[src/rtl/rng_pkg.sv]
`default_nettype none
// ============================================================================
//  Module      : rng_pkg
//  Description : Shared types and constants for the random byte packer.
//                Holds the von Neumann extractor state encoding and the
//                default output word width.
//  Revision    : 1.0 - initial release
// ============================================================================
package rng_pkg;

    // Default packed word width.
    localparam int RNG_WORD_W = 8;

    // Extractor state: waiting for the first bit of a pair, or holding it.
    typedef enum logic [0:0] {
        ST_EMPTY      = 1'b0,
        ST_HAVE_FIRST = 1'b1
    } vn_state_e;

endpackage : rng_pkg
`default_nettype wire

[src/rtl/vn_extractor.sv]
`default_nettype none
// ============================================================================
//  Module      : vn_extractor
//  Description : Von Neumann de-biasing extractor. Pairs consecutive valid
//                bits; pair 01 emits 0, pair 10 emits 1, 00/11 emit nothing.
//                With whiten_en low every valid bit passes straight through.
//  Ports       : clk, reset      - clock, async active-high reset
//                bit_in          - incoming random bit
//                bit_valid       - bit_in is sampled when high
//                whiten_en       - 1 = extract, 0 = raw pass-through
//                out_bit         - emitted bit (combinational)
//                out_valid       - out_bit is meaningful this cycle
//  Revision    : 1.0 - initial release
// ============================================================================
module vn_extractor
    import rng_pkg::*;
(
    input  logic clk,
    input  logic reset,
    input  logic bit_in,
    input  logic bit_valid,
    input  logic whiten_en,
    output logic out_bit,
    output logic out_valid
);

    vn_state_e state_q, state_d;
    logic      first_q, first_d;

    always_comb begin
        state_d   = state_q;
        first_d   = first_q;
        out_bit   = 1'b0;
        out_valid = 1'b0;

        if (!whiten_en) begin
            // Raw mode: any half-collected pair is abandoned.
            state_d   = ST_EMPTY;
            out_bit   = bit_in;
            out_valid = bit_valid;
        end else if (bit_valid) begin
            case (state_q)
                ST_EMPTY: begin
                    first_d = bit_in;
                    state_d = ST_HAVE_FIRST;
                end
                ST_HAVE_FIRST: begin
                    // Unequal pair carries one unbiased bit: the first one.
                    out_bit   = first_q;
                    out_valid = (first_q != bit_in);
                    state_d   = ST_EMPTY;
                end
                default: state_d = ST_EMPTY;
            endcase
        end
    end

    always_ff @(posedge clk or posedge reset) begin
        if (reset) begin
            state_q <= ST_EMPTY;
            first_q <= 1'b0;
        end else begin
            state_q <= state_d;
            first_q <= first_d;
        end
    end

endmodule : vn_extractor
`default_nettype wire

[src/rtl/rng_byte_packer.sv]
`default_nettype none
// ============================================================================
//  Module      : rng_byte_packer
//  Description : Samples a free-running random bit stream, optionally
//                de-biases it, packs bits MSB-first into WIDTH-bit words and
//                offers them on a valid/ready port. Words that complete while
//                the output register is occupied and not draining are
//                dropped and counted; the bit source is never stalled.
//  Ports       : clk, reset          - clock, async active-high reset
//                bit_in, bit_valid   - random bit and its qualifier
//                whiten_en           - enable von Neumann extraction
//                data_out[WIDTH]     - packed word
//                data_valid          - word available
//                data_ready          - consumer accepts
//                dropped             - one-cycle pulse per discarded word
//                drop_cnt[8]         - saturating discarded-word count
//  Revision    : 1.0 - initial release
// ============================================================================
module rng_byte_packer
    import rng_pkg::*;
#(
    parameter int WIDTH = RNG_WORD_W
) (
    input  logic             clk,
    input  logic             reset,
    input  logic             bit_in,
    input  logic             bit_valid,
    input  logic             whiten_en,
    output logic [WIDTH-1:0] data_out,
    output logic             data_valid,
    input  logic             data_ready,
    output logic             dropped,
    output logic [7:0]       drop_cnt
);

    localparam int               CNT_W    = $clog2(WIDTH + 1);
    localparam logic [CNT_W-1:0] LAST_IDX = CNT_W'(WIDTH - 1);

    logic             emit_bit;
    logic             emit_valid;

    logic [WIDTH-1:0] acc_q, acc_d;
    logic [CNT_W-1:0] bit_cnt_q, bit_cnt_d;
    logic [WIDTH-1:0] data_out_q, data_out_d;
    logic             data_valid_q, data_valid_d;
    logic             dropped_q, dropped_d;
    logic [7:0]       drop_cnt_q, drop_cnt_d;

    logic [WIDTH-1:0] acc_shift;
    logic             word_done;
    logic             xfer;

    vn_extractor u_vn_extractor (
        .clk       (clk),
        .reset     (reset),
        .bit_in    (bit_in),
        .bit_valid (bit_valid),
        .whiten_en (whiten_en),
        .out_bit   (emit_bit),
        .out_valid (emit_valid)
    );

    always_comb begin
        acc_shift = {acc_q[WIDTH-2:0], emit_bit};
        word_done = emit_valid && (bit_cnt_q == LAST_IDX);
        xfer      = data_valid_q && data_ready;

        acc_d        = acc_q;
        bit_cnt_d    = bit_cnt_q;
        data_out_d   = data_out_q;
        data_valid_d = data_valid_q;
        dropped_d    = 1'b0;
        drop_cnt_d   = drop_cnt_q;

        if (xfer) begin
            data_valid_d = 1'b0;
        end

        if (emit_valid) begin
            acc_d     = acc_shift;
            bit_cnt_d = bit_cnt_q + 1'b1;
        end

        if (word_done) begin
            bit_cnt_d = '0;
            // A transfer this cycle frees the register, so the new word can
            // replace the outgoing one without a bubble.
            if (!data_valid_q || xfer) begin
                data_out_d   = acc_shift;
                data_valid_d = 1'b1;
            end else begin
                dropped_d = 1'b1;
                if (drop_cnt_q != 8'hFF) begin
                    drop_cnt_d = drop_cnt_q + 8'd1;
                end
            end
        end
    end

    always_ff @(posedge clk or posedge reset) begin
        if (reset) begin
            acc_q        <= '0;
            bit_cnt_q    <= '0;
            data_out_q   <= '0;
            data_valid_q <= 1'b0;
            dropped_q    <= 1'b0;
            drop_cnt_q   <= 8'd0;
        end else begin
            acc_q        <= acc_d;
            bit_cnt_q    <= bit_cnt_d;
            data_out_q   <= data_out_d;
            data_valid_q <= data_valid_d;
            dropped_q    <= dropped_d;
            drop_cnt_q   <= drop_cnt_d;
        end
    end

    assign data_out   = data_out_q;
    assign data_valid = data_valid_q;
    assign dropped    = dropped_q;
    assign drop_cnt   = drop_cnt_q;

endmodule : rng_byte_packer
`default_nettype wire
[config.mk]
export PLATFORM = sky130hd
export DESIGN_NAME = rng_byte_packer
export DESIGN_NICKNAME = d
export VERILOG_FILES = /design/src/rtl/rng_pkg.sv /design/src/rtl/vn_extractor.sv /design/src/rtl/rng_byte_packer.sv
export SDC_FILE = /design/constraint.sdc
export NUM_CORES = 1
export LEC_CHECK = 0
export CAP_MARGIN = 20
export CORE_AREA = 2 2 63 65
export DETAILED_ROUTE_END_ITERATION = 10
export DIE_AREA = 0 0 65 67
export GPL_ROUTABILITY_DRIVEN = 0
export HOLD_SLACK_MARGIN = 0.08
export PLACE_DENSITY = 0.59
export SETUP_SLACK_MARGIN = 0.4
export SYNTH_ARGS = -nofsm -noshare
export SYNTH_HDL_FRONTEND = slang
export SYNTH_HIERARCHICAL = 1
export SYNTH_SLANG_ARGS = --single-unit
[constraint.sdc]
create_clock -name clk -period 2.1 [get_ports clk]
set_input_delay 0.42 -clock clk [delete_from_list [all_inputs] [get_ports clk]]
set_output_delay 0.42 -clock clk [all_outputs]
set_load 0.01 [all_outputs]
==> results.cfg, run 1 <==
[logic_synthesis]
synthesis.instances = 111
avgSynthCellArea_um2 = 12.8
synth-main-ff-cell = dfrtp_1
ys_ff_latch = 31
yosysTopAreaCell = dfrtp_1
synth_cell_types = 32
synth_fp_nets = 119
synth_edf_count = 0
synth_top_area_share_pct = 54.6
synth_area_leaders = dfrtp_1 55%, mux2_2 13%, xnor2_1 2.5%
async_flop_share_pct = 100
ys_warn_count = 6
yosysSeqAreaShare_pct = 54.6
syn-cell-area_um2 = 1420

[place]
dp_slack_ns = -0.111
port_buffers = 23
place_area_um2 = 1800
dpl.hpwl_um = 1910

[drt]
ant_nets = 0
routed_wl_um = 2890
drc = 0
vias = 1008
drt_pass1_iterations = 4
dr.first_iter.drc_count = 34
routedWlPerCell_um = 14.2
vias_per_cell = 4.97

[pwr]
leakage_nw = 1.01
switching_share_pct = 26.4
pwr-share-seq_pct = 46.6
p_switching_mw = 0.491
irDropWorstVdd_mv = 0.535
total_power_mw = 1.86
power_frac_clock_pct = 27.3
pwr-share-comb_pct = 26.1
power.density_nw_per_um2 = 904
p_int_mw = 1.37

[die]
die_x_um = 65
die_area_um2 = 4360
io_pins = 24
start_util_pct = 39.4
die_y_um = 67
rows = 22
core_area_um2 = 3610

[clock_network]
cts.clk_slew.worst_paths_ns = 0.06
cts_tree = done
root_buffer = clkbuf_8
clkSinkCount = 31
clk_path_buf_depth = 2
cts-buffers-inserted = 5
htreeDepth = 2
clk_latency_ns = 0.27

[sta]
relSlewSlack_pct = 75.1
period_needed_ns = 1.69
setup-tns-final_ns = 0
setup_slack_ns = 0.410
fin_skew_ns = 0.00221
clock.fmax_ghz = 0.592
drv_slew = 0
final-hold-violation-count = 0
tightest_slew_ns = 0.374
timing.final.crit_share_pct = 80.5
finalSetupViolations = 0
rsz0062_at_grt = yes

[global_routing]
grt_pass1_vias = 1056
grtUsageTotal_pct = 14.6
grt_pass1_wl_um = 4830
grt_max_degree = 30
antenna_found_initial = 0
grt-ovfl-total = 0

[setup_path]
cp_max_fo = 5
arrival_ns = 1.85
worst_ep_required_time_ns = 2.26
end_kind = register
reg2reg_depth = 4
rr_endpoint = drop_cnt[1]$_DFFE_PP0P_
start_kind = register
path_class = reg -> reg
rrSetupSlack_ns = 0.41
r2r_start = drop_cnt[0]$_DFFE_PP0P_

[final_layout]
final_nets = 162
fin_area_um2 = 2060
areaGrowthSynthToFinish_pct = 44.8
seqCellArea_um2 = 779
drive_above_1_share_pct = 35.5
multi_input_area_um2 = 699
layout_common_cells = 28 x dfrtp_1, 17 x clkdlybuf4s50_1, 14 x buf_4, 13 x mux2_4, 8 x mux2_2
final_common_cell = dfrtp_1
fill_cells = 315
n_antenna_cell = 0

[outcome]
outcome = completed

[job]
drv_cap = 0

[hold_path]
hp-class = in -> async
-- stage by stage --
step                cells  hold WS, ns  utilization [%]
floorplan             111        0.161                -
global placement      188        0.492             50.0
detailed placement    188        0.495             50.0
CTS                   201        0.322             54.8
global route          203        0.333             57.0
finish                203        0.321             57.0
-- power by group through the flow --
stage               logic, mW  clock network (mW)  registers (mW)
finish                  0.486               0.508           0.866
global route            0.532               0.556           0.888
CTS                     0.453               0.526           0.862
detailed placement      0.440                   0           0.873
global placement        0.429                   0           0.867
floorplan               0.229                   0           0.873
-- Yosys cell counts, types with 2 or more instances --
cell type / n
buf_2: 2
dfrtp_1: 31
ha_1: 2
inv_1: 7
mux2_1: 2
mux2_2: 17
mux2_4: 2
nand2_1: 7
nand2b_1: 2
nand3_1: 3
nand3b_1: 2
nand4_1: 4
nand4b_1: 2
nor2_1: 2
nor3_1: 2
nor4_1: 2
o21ai_0: 3
xnor2_1: 4
xor2_1: 2
-- worst max-delay path by stage --
stage	start	to	slack, ns
after global routing	u_vn_extractor/first_q$_DFFE_PP0P_	drop_cnt[1]$_DFFE_PP0P_	0.32
after floorplan	bit_in	drop_cnt[6]$_DFFE_PP0P_	0.41
after detailed placement	bit_valid	drop_cnt[6]$_DFFE_PP0P_	-0.11
after global placement	bit_valid	drop_cnt[5]$_DFFE_PP0P_	-0.09
final	drop_cnt[0]$_DFFE_PP0P_	drop_cnt[1]$_DFFE_PP0P_	0.41
after CTS	u_vn_extractor/first_q$_DFFE_PP0P_	drop_cnt[6]$_DFFE_PP0P_	0.40
-- worst max-delay path, cell delays in order (launching register included) --
cell and delay (ns):
dfrtp_1 0.41, ha_1 0.28, and3_1 0.25, a211o_1 0.34, mux2_4 0.31
-- cells by family (layout without fill, tap and decap cells) --
group / after synthesis / count (layout) / share of synthesized area (%)
AOI/OAI and AO/OA: 9 / 9 / 6.26
adders and majority gates: 2 / 2 / 1.76
DFF: 31 / 31 / 54.6
muxes: 21 / 21 / 17.2
and+or+nand+nor: 31 / 31 / 12.9
xor gates and xnor gates: 6 / 6 / 3.70
buffers and inverters: 11 / 55 / 3.61
-- layer usage --
layer	vias to the layer above	wire, µm	track usage [%]
li1	479	-	-
met1	508	1370	18.3
met2	16	1390	24.7
met3	5	89	3.72
met4	0	33	4.79
met5	-	0	0
-- state kept, by name, summed over array words and instances (netlist names) --
| name | count |
|---|---|
| data_out | 8 |
| drop_cnt | 8 |
| acc_q | 7 |
| bit_cnt_q | 4 |
| data_valid | 1 |
| dropped | 1 |
| u_vn_extractor/first_q | 1 |
| u_vn_extractor/state_q | 1 |
-- area by class of cell --
cell class | instances | share of cell area [%]
inverter | 7 | 1.28
tap | 48 | 2.92
clock buffer | 8 | 4.87
multi-input combinational | 69 | 34.0
timing repair buffer | 40 | 19.0
sequential | 31 | 37.9
-- what timing repair did --
action / CTS / global route
pin swaps: 1 / 6
hold buffers: 0 / 0
setup buffers: 5 / 2
endpoints found under the setup margin: 20 / 19
gates resized for setup: 10 / 17
Note: power is estimated with default switching activity, not from simulation.
==> inputs of run 2 (changes only) <==
Settings changed: PLACE_DENSITY 0.59 to 0.62.
Clock period 2.1 ns to 1.4 ns, I/O delays scaled along.
==> run 2 against run 1 <==
Against the previous run:
- the flow now finishes with violations (negative setup slack)
- first-iteration DRC count up 140%
- sequential power is 47% higher
- worst setup slack worse by 0.72 ns
- clock-buffer cell count shrank 2
- register-to-register slack got worse by 0.72 ns
- global-route usage is 2.1 points higher
- combinational power rose by 98%
- routed wire length up 18%
==> results.cfg, run 2 (same netlist as run 1, synthesis figures left out) <==
[outcome]
outcome = finished, violations left
violations = negative setup slack

[drt]
vias = 1148
dr.first_iter.drc_count = 83
drt_pass1_iterations = 4
routed_wl_um = 3410
routedWlPerCell_um = 14.6
vias_per_cell = 4.91
ant_nets = 0
drc = 0

[clock_network]
clkSinkCount = 31
root_buffer = clkbuf_8
htreeDepth = 2
cts_tree = done
cts.clk_slew.worst_paths_ns = 0.06
clk_path_buf_depth = 2
clk_latency_ns = 0.28
cts-buffers-inserted = 5

[final_layout]
layout_common_cells = 33 x buf_4, 29 x dfrtp_1, 21 x buf_6, 13 x mux2_4, 9 x buf_2
fill_cells = 268
multi_input_area_um2 = 726
final_common_cell = buf_4
drive_above_1_share_pct = 58.1
seqCellArea_um2 = 778
n_antenna_cell = 0
final_nets = 194
instances_no_fill = 234
areaGrowthSynthToFinish_pct = 64.3
fin_util_pct = 64.7

[die]
rows = 22
die_area_um2 = 4360
die_x_um = 65
die_y_um = 67
core_area_um2 = 3610
start_util_pct = 39.4
io_pins = 24

[pwr]
p_int_mw = 2.12
switching_share_pct = 27.8
pwr-share-comb_pct = 32.8
irDropWorstVdd_mv = 0.840
pwr-share-seq_pct = 43.3
p_switching_mw = 0.816
leakage_nw = 1.19
power.density_nw_per_um2 = 1260
power_frac_clock_pct = 24.0

[global_routing]
grt_max_degree = 30
grt_pass1_vias = 1168
grt_pass1_wl_um = 5420
antenna_found_initial = 0
grtUsageTotal_pct = 16.7
grt-ovfl-total = 0

[place]
dp_slack_ns = -0.758
dp_cells = 205
dpl.hpwl_um = 2070
port_buffers = 23

[hold_path]
hp-class = in -> async

[sta]
relSlewSlack_pct = 75.6
period_needed_ns = 1.71
clock.fmax_ghz = 0.586
final-hold-violation-count = 0
rsz0062_at_grt = yes
hold_ws_ns = 0.178
fin_skew_ns = 0.00633
finalSetupViolations = 25
drv_slew = 0
timing.final.crit_share_pct = 122
setup_slack_ns = -0.307
setup-tns-final_ns = -4.10
tightest_slew_ns = 0.365

[setup_path]
rr_endpoint = drop_cnt[1]$_DFFE_PP0P_
path_class = reg -> reg
rrSetupSlack_ns = -0.31
end_kind = register
arrival_ns = 1.87
r2r_start = u_vn_extractor/first_q$_DFFE_PP0P_
worst_ep_required_time_ns = 1.56
reg2reg_depth = 6
cp_max_fo = 7
start_kind = register

[job]
drv_cap = 0
## run 2: worst max-delay path by stage
stage                                            start                       to  slack, ns  cells after the start
detailed placement                           bit_valid  drop_cnt[7]$_DFFE_PP0P_      -0.76                      7
global route        u_vn_extractor/first_q$_DFFE_PP0P_  drop_cnt[1]$_DFFE_PP0P_      -0.38                      6
finish              u_vn_extractor/first_q$_DFFE_PP0P_  drop_cnt[1]$_DFFE_PP0P_      -0.31                      6
global placement                             bit_valid  drop_cnt[5]$_DFFE_PP0P_      -0.71                      7
floorplan           u_vn_extractor/first_q$_DFFE_PP0P_  drop_cnt[5]$_DFFE_PP0P_      -0.26                      6
CTS                            drop_cnt[7]$_DFFE_PP0P_              drop_cnt[7]      -0.28                      1
## run 2: final cells by class
class	instances	share of cell area, %
Timing Repair Buffer	72	28.1
Sequential cell	31	33.4
Inverter	7	1.13
Clock buffer	6	3.54
Tap cell	48	2.57
Multi-Input combinational cell	69	31.1
Clock inverter	1	0.214
## run 2: power groups by stage
stage / registers [mW] / logic, mW / clock network, mW
after floorplan: 1.32 / 0.398 / 0
after global placement: 1.27 / 0.830 / 0
after detailed placement: 1.29 / 0.852 / 0
after CTS: 1.27 / 0.877 / 0.710
after global routing: 1.30 / 1.04 / 0.780
final: 1.27 / 0.962 / 0.704
## run 2: routing by layer
layer	vias to the layer above	routed length, µm	GRT usage [%]
li1	546	-	-
met1	572	1430	19.6
met2	21	1810	28.0
met3	9	101	6.08
met4	0	72	6.38
met5	-	0	0
## run 2: timing repair
action / CTS / global route
hold buffers: 0 / 0
pin swaps: 4 / 9
buffers inserted: 12 / 9
cloned: 0 / 1
resized for setup: 98 / 14
endpoints found under the setup margin: 48 / 48
## run 2: metrics by stage
step / total power, mW / instance area (µm²)
floorplan: 1.71 / 1480
global placement: 2.10 / 1960
detailed placement: 2.14 / 1960
CTS: 2.86 / 2190
global route: 3.12 / 2330
finish: 2.94 / 2330
## run 2: worst max-delay path: stages (launching register included)
cell and delay (ns):
dfrtp_1 0.40, xnor2_1 0.15, o22ai_2 0.15, nand4b_1 0.15
buf_6 0.17, a211o_1 0.27, mux2_4 0.31
==> inputs of run 3 (changes only) <==
==> constraint.sdc (replaced) <==
create_clock -name clk -period 1.4 [get_ports clk]
set_input_delay 0.42 -clock clk [delete_from_list [all_inputs] [get_ports clk]]
set_output_delay 0.42 -clock clk [all_outputs]
set_load 0.01 [all_outputs]
==> run 3 against run 2 <==
Against the previous run:
- the run still ends with negative setup slack left
- fmax up 0.74%
- clock power up 30%
- clock skew up 0.0023 ns
- critical path type unchanged
==> results.cfg, run 3 (same netlist as run 1, synthesis figures left out) <==
[die]
rows = 22
io_pins = 24
start_util_pct = 39.4
die_area_um2 = 4360
die_x_um = 65
core_area_um2 = 3610
die_y_um = 67

[sta]
final-hold-violation-count = 0
tightest_slew_ns = 0.357
finalSetupViolations = 25
relSlewSlack_pct = 76.1
drv_slew = 0
clock.fmax_ghz = 0.590
rsz0062_at_grt = yes
timing.final.crit_share_pct = 121
period_needed_ns = 1.69
fin_skew_ns = 0.00859
setup_slack_ns = -0.295

[drt]
routedWlPerCell_um = 15.2
drc = 0
dr.first_iter.drc_count = 34
ant_nets = 0
vias = 1137
routed_wl_um = 3490
drt_pass1_iterations = 4
vias_per_cell = 4.97

[pwr]
leakage_nw = 1.17
power.density_nw_per_um2 = 1380
irDropWorstVdd_mv = 0.921

[outcome]
violations = negative setup slack
outcome = finished, violations left

[final_layout]
fin_area_um2 = 2290
final_common_cell = buf_4
areaGrowthSynthToFinish_pct = 61.2
fill_cells = 323
final_nets = 188
n_antenna_cell = 0
drive_above_1_share_pct = 56.9
layout_common_cells = 33 x buf_4, 30 x dfrtp_1, 19 x mux2_4, 14 x buf_2, 10 x buf_6

[global_routing]
grt-ovfl-total = 0
grt_pass1_vias = 1231
antenna_found_initial = 0
grt_pass1_wl_um = 5910
grt_max_degree = 30
grtUsageTotal_pct = 18.5

[setup_path]
rrSetupSlack_ns = -0.29
crit_chain = xnor2_1 > o22ai_2 > nand4b_1 > buf_6 > a211o_1 > mux2_4
startpoint = u_vn_extractor/first_q$_DFFE_PP0P_
start_kind = register
crit_path_top_delay_cell = dfrtp_1
arrival_ns = 1.88
critPathTopFamily = flip-flops
cp.depth = 6
rr_endpoint = drop_cnt[1]$_DFFE_PP0P_
cpPeakStageDelay_ns = 0.40
reg2reg_depth = 6
path_buf_inv = 1
cp_max_fo = 6
r2r_start = u_vn_extractor/first_q$_DFFE_PP0P_
end_kind = register
worst_ep_required_time_ns = 1.58
path_class = reg -> reg

[clock_network]
clk_latency_ns = 0.29
htreeDepth = 2
cts_tree = done
cts.clk_slew.worst_paths_ns = 0.07
clkSinkCount = 31
clk_path_buf_depth = 2
cts-buffers-inserted = 5
root_buffer = clkbuf_8

[place]
port_buffers = 23
place_area_um2 = 1990
dpl.hpwl_um = 2170
dp_slack_ns = -0.885

[hold_path]
hp-class = in -> async

[job]
drv_cap = 0
run 3: cell types whose count changed in the layout (fill, tap and decap cells not counted), moves of 5 or more:
cell,previous run,this run
mux2_2,8,2
buf_2,9,14
buf_6,21,10
mux2_4,13,19
run 3: cell type report:
type / instances / area [µm²] / area share [%]
flip-flops and latches: 31 / 777 / 33.9
repair buffers: 66 / 561 / 24.5
clock buffers: 6 / 82.6 / 3.61
well taps: 48 / 60.1 / 2.62
multi-input cells: 69 / 744 / 32.5
inverters: 7 / 30.0 / 1.31
clock inverters: 2 / 35.0 / 1.53
run 3: through the flow:
stage	hold WS, ns	TNS [ns]	utilization, %	power [mW]	cells
final	0.370	-4.38	63.5	3.15	229
after global routing	0.376	-6.37	63.5	3.34	229
after CTS	0.365	-4.03	61.1	3.14	224
after detailed placement	0.497	-19.47	55.2	2.16	208
after global placement	0.497	-18.56	55.2	2.12	208
after floorplan	0.161	-2.79	-	1.71	111
run 3: worst reg2reg max path: cells and delay by family, from the launching register on:
family                 cells  cell delay [ns]
flip-flops                 1             0.40
AO/OA/AOI/OAI              2             0.38
multiplexers               1             0.30
buffers and inverters      1             0.19
AND/OR/NAND/NOR            1             0.18
XOR/XNOR                   1             0.14
run 3: where the power goes:
group | internal, mW | switching [mW] | total (mW) | leakage (nW)
Sequential | 1.13 | 0.158 | 1.29 | 0.403
Combinational | 0.603 | 0.345 | 0.949 | 0.705
Clock | 0.575 | 0.338 | 0.914 | 0.0612
Total | 2.31 | 0.842 | 3.15 | 1.17
run 3: worst max path at each step:
stage / to / slack, ns
after floorplan: drop_cnt[5]$_DFFE_PP0P_ / -0.28
after global placement: drop_cnt[7]$_DFFE_PP0P_ / -0.84
after detailed placement: drop_cnt[7]$_DFFE_PP0P_ / -0.88
after CTS: drop_cnt[6]$_DFFE_PP0P_ / -0.29
after global routing: drop_cnt[6]$_DFFE_PP0P_ / -0.38
final: drop_cnt[1]$_DFFE_PP0P_ / -0.29
run 3: timing repair:
item                                   CTS  global route
pin swaps                                7             6
setup buffers                            7             5
resized for setup                       94            14
endpoints found under the hold margin    0             0
setup endpoints to repair               49            48
cloned                                   1             0
hold buffers                             0             0
run 3: routing by layer:
layer	up-vias	global-route usage [%]	wire length (µm)
li1	531	-	-
met1	571	19.4	1390
met2	27	34.4	1880
met3	8	5.91	157
met4	0	7.18	63
met5	-	0	0
